File: src/rtl/lzc24_pkg.sv
// lzc24_pkg: shared widths and the default all-zero count for the 24-bit leading-zero counter
package lzc24_pkg;
    localparam int LZC_W         = 24;
    localparam int LZC_CNT_W     = 5;
    localparam int NIBBLES       = 6;
    localparam int ZERO_CODE_DEF = 24;
endpackage

File: src/rtl/lzc_nibble.sv
// lzc_nibble: combinational 4-bit leading-zero encoder (n: nibble in, cnt: 0..3 zeros, nz: nibble nonzero)
module lzc_nibble (
    input  logic [3:0] n,
    output logic [1:0] cnt,
    output logic       nz
);
    always_comb begin
        cnt = n[3] ? 2'd0 : n[2] ? 2'd1 : n[1] ? 2'd2 : 2'd3;
        nz  = |n;
    end
endmodule

File: src/rtl/lzc24_pipe.sv
// lzc24_pipe: registered 24-bit leading-zero counter; LZC24_PIPE_EN adds a nibble register stage (latency 2)
// ports: clk, reset (async active-high), i_valid/i_x in; o_valid, o_z (count), o_zero (input all zeros) out
module lzc24_pipe
    import lzc24_pkg::*;
#(
    parameter int ZERO_CODE = ZERO_CODE_DEF
) (
    input  logic                 clk,
    input  logic                 reset,
    input  logic                 i_valid,
    input  logic [LZC_W-1:0]     i_x,
    output logic                 o_valid,
    output logic [LZC_CNT_W-1:0] o_z,
    output logic                 o_zero
);
    logic [NIBBLES-1:0][1:0] cnt, cnt_s;
    logic [NIBBLES-1:0]      nz, nz_s;
    logic                    v_s;
    logic [LZC_CNT_W-1:0]    z;

    // nibble 0 is the most significant
    for (genvar g = 0; g < NIBBLES; g++) begin : g_nib
        lzc_nibble u_nib (
            .n   (i_x[LZC_W-1-4*g -: 4]),
            .cnt (cnt[g]),
            .nz  (nz[g])
        );
    end

`ifdef LZC24_PIPE_EN
    always_ff @(posedge clk or posedge reset) begin
        if (reset) begin
            v_s   <= 1'b0;
            cnt_s <= '0;
            nz_s  <= '0;
        end else begin
            v_s <= i_valid;
            if (i_valid) begin
                cnt_s <= cnt;
                nz_s  <= nz;
            end
        end
    end
`else
    assign v_s   = i_valid;
    assign cnt_s = cnt;
    assign nz_s  = nz;
`endif

    // scanning upward lets the most significant nonzero nibble overwrite the rest
    always_comb begin
        z = LZC_CNT_W'(ZERO_CODE);
        for (int k = NIBBLES - 1; k >= 0; k--)
            if (nz_s[k]) z = LZC_CNT_W'(4 * k) + {3'b0, cnt_s[k]};
    end

    always_ff @(posedge clk or posedge reset) begin
        if (reset) begin
            o_valid <= 1'b0;
            o_z     <= '0;
            o_zero  <= 1'b0;
        end else begin
            o_valid <= v_s;
            if (v_s) begin
                o_z    <= z;
                o_zero <= ~|nz_s;
            end
        end
    end
endmodule

File: config.mk
export PLATFORM = sky130hd
export DESIGN_NAME = lzc24_pipe
export DESIGN_NICKNAME = d
export VERILOG_FILES = /design/src/rtl/lzc24_pkg.sv /design/src/rtl/lzc_nibble.sv /design/src/rtl/lzc24_pipe.sv
export SDC_FILE = /design/constraint.sdc
export NUM_CORES = 1
export LEC_CHECK = 0
export CAP_MARGIN = 20
export CORE_UTILIZATION = 38
export CTS_CLUSTER_SIZE = 14
export DETAILED_ROUTE_END_ITERATION = 7
export PLACE_DENSITY = 0.83
export SETUP_SLACK_MARGIN = 0.3
export SYNTH_ARGS = -nofsm -noshare
export SYNTH_HDL_FRONTEND = slang
export SYNTH_SLANG_ARGS = --single-unit
File: constraint.sdc
create_clock -name clk -period 1.5 [get_ports clk]
set_clock_uncertainty 0.05 [all_clocks]
set_input_delay 0.15 -clock clk [delete_from_list [all_inputs] [get_ports clk]]
set_output_delay 0.15 -clock clk [all_outputs]
set_load 0.02 [all_outputs]
==> results by group <==
Detailed routing
  • Drt initial violations: 13
  • Remaining antenna violation count: 0
  • DR pass1 iterations: 5
  • Via-to-Cell Ratio: approximately 5.5
  • DR vias: ~740
  • Wire per inst: ~15 µm
  • Drt total wl: around 2.0 mm
  • # DRC: 0

Pwr
  • Peak VDD IR: around 340 µV
  • Tot Pwr: 561 µW
  • Power per cell area: approximately 540 nW/µm²
  • Pleak: 0.000512 µW

Clocking
  • CTS Sinks: 7
  • Max Buffers Root-to-Sink: 2
  • CTS Hold Bufs: 0
  • Post-CTS Setup Bufs: 0
  • TritonCTS Buffers: 3
  • Clk Latency, worst-skew pair: 0.25 ns
  • Clock-pin slew on the worst setup and hold paths: ~0.060 ns
  • Max H-tree Level: 1
  • Root buf cell: clkbuf_4
  • CTS tree: done

Setup path
  • Critical path launch point type: input port
  • Arrival @ worst endpoint: 1.29 ns
  • Crit end category: flip-flop
  • CP max FO: 3
  • Worst endpoint required time: 1.62 ns
  • WS Path Type: in2reg

Timing
  • Worst relative slew slack: 0.720
  • Hold slack: roughly 0.08 ns
  • Tcrit/Tclk final: 0.783
  • Slew Limit Fails: 0
  • Worst-margin pin slew: 0.416 ns
  • Crit path time final: roughly 1.2 ns
  • Final Setup Violations: 0
  • RSZ-0062 raised after global routing: yes
  • Fmax: 0.852 GHz
  • Final Hold Vio Count: 0

Yosys
  • Synth cell types: 27
  • Mean Syn Cell Area: 7.93 µm²
  • Mapped cell area: between 500 and 600 µm²
  • Synthesized net count: between 90 and 100
  • Seq/Total Area, Yosys: 0.325
  • Seq cells post-synth: 7
  • Synth warnings: 0
  • Synthesized instance count: slightly below 70

Die
  • DIE HEIGHT: about 40 µm
  • Total die area: between 1500 and 2000 µm²
  • I/O Pins: 34
  • Starting density of the core: 0.409
  • Row Count: 13
  • CORE AREA: about 1300 µm²
  • Die Wd: ~40 µm

Placed design
  • DP HPWL: ~1.5 mm
  • Final GP Congestion: 0.891
  • Placed cells: 130
  • Placed Area: between 900 and 1000 µm²
  • Port Buf Inserts: 33

Finish
  • Post-route cell area: 1040 µm²
  • Leading cell types in the layout, fill and taps excluded: dlygate4sd2_1, buf_4, inv_1
  • Final Non-Filler Cells: roughly 130
  • ANT cells: 0
  • Most common cell after layout, fill and taps aside: dlygate4sd2_1
  • Final Core Density: 0.788
  • Share of cells above drive strength 1: 0.269
  • Area delta synth->final: 92.6%
  • Nets: approximately 150

Global route
  • First-pass GRT wire length: about 2.8 mm
  • Largest net degree at the start of global routing: 8
  • GR Overflow Total: 0
  • Total track usage: 0.288
  • Initial antenna violation count: 0
  • Vias in the first global route: roughly 670

Run status
  • Outcome: complete, no violations

Flow run
  • Max cap viols: 0

Min path
  • Hold WC Path Type: in2async
synth_stat cells:
| cell | n | area (µm²) |
|---|---|---|
| inv_1 | 10 | 37.5 |
| nor2_1 | 9 | 33.8 |
| a21oi_1 | 7 | 35.0 |
| dfrtp_1 | 7 | 175 |
| o21ai_0 | 6 | 30.0 |
| nand2_1 | 3 | 11.3 |
| o31a_1 | 3 | 26.3 |
| and3_1 | 2 | 12.5 |
| nand3_1 | 2 | 10.0 |
| nor4_2 | 2 | 25.0 |
| a211oi_1 | 1 | 7.51 |
| a21boi_0 | 1 | 7.51 |
| a31oi_1 | 1 | 6.26 |
| a32o_2 | 1 | 11.3 |
| and2b_2 | 1 | 8.76 |
| clkbuf_1 | 1 | 3.75 |
| mux2_2 | 1 | 11.3 |
| nor2b_1 | 1 | 6.26 |
| nor3b_1 | 1 | 7.51 |
| nor4_1 | 1 | 6.26 |
| nor4_4 | 1 | 21.3 |
| nor4b_1 | 1 | 8.76 |
| o211ai_1 | 1 | 7.51 |
| o22ai_1 | 1 | 6.26 |
| o31ai_1 | 1 | 7.51 |
| o32ai_1 | 1 | 8.76 |
| or2_2 | 1 | 6.26 |
repair_timing:
action / in CTS / in global routing
pin swaps: 7 / 6
setup endpoints to repair: 13 / 4
gates cloned: 0 / 0
resized for setup: 34 / 9
layout make-up:
cell class | instances | area (µm²)
sequential | 7 | 175
multi-input combinational | 50 | 368
timing repair buffer | 48 | 413
clock buffer | 4 | 26.3
fill | 103 | 279
inverter | 10 | 37.5
tap | 15 | 18.8
worst max-delay path, cell delays in order:
cell           delay (ns)
dlygate4sd2_1        0.26
nor4_1               0.40
and3_1               0.29
o211ai_1             0.10
o21ai_0              0.09
path summary, 6_finish.rpt:
| check | slack, ns | to | cells past startpoint | start |
|---|---|---|---|---|
| max reg2reg | 0.41 | o_z[1] | 3 | o_z[1] |
| min | 0.08 | o_z[1] | 2 | reset |
| min reg2reg | 0.45 | o_z[4] | 1 | o_z[4] |
| max in group asynchronous | 1.10 | o_z[0] | 2 | reset |
| max | 0.33 | o_z[3] | 5 | i_x[1] |
| min in group clk | 0.35 | o_z[2] | 4 | i_x[20] |
per-stage QoR:
stage	worst slack, ns	TNS [ns]
2_1_floorplan	0.390	0
3_3_place_gp	-0.102	-0.254
3_5_place_dp	-0.158	-0.700
4_1_cts	0.311	0
5_1_grt	0.283	0
6_report	0.326	0
metal layers:
| layer | share of wire | track usage |
|---|---|---|
| met1 | 0.37 | 0.260 |
| met2 | 0.55 | 0.566 |
| met3 | 0.043 | 0.0341 |
| met4 | 0.036 | 0.207 |
| met5 | 0 | 0 |
report_power, final:
part	total, µW	switching (µW)	internal [µW]	leakage, µW
clock	174	72.3	102	0.0000150
sequential	200	3.54	196	0.0000922
combinational	187	89.4	97.9	0.000405
sequential cells by signal (all words and copies together), names as in the netlist:
name and cells:
o_zero 1, o_z 5, o_valid 1
cell families (layout without fill, tap and decap cells):
kind of cell / Yosys count / after routing / synth area share
AO/OA/AOI/OAI: 24 / 24 / 0.285
multiplexers: 1 / 1 / 0.0209
buffers and inverters: 11 / 62 / 0.0766
AND/OR/NAND/NOR: 25 / 25 / 0.292
flip-flops: 7 / 7 / 0.325
(Power assumes the default switching activity.)
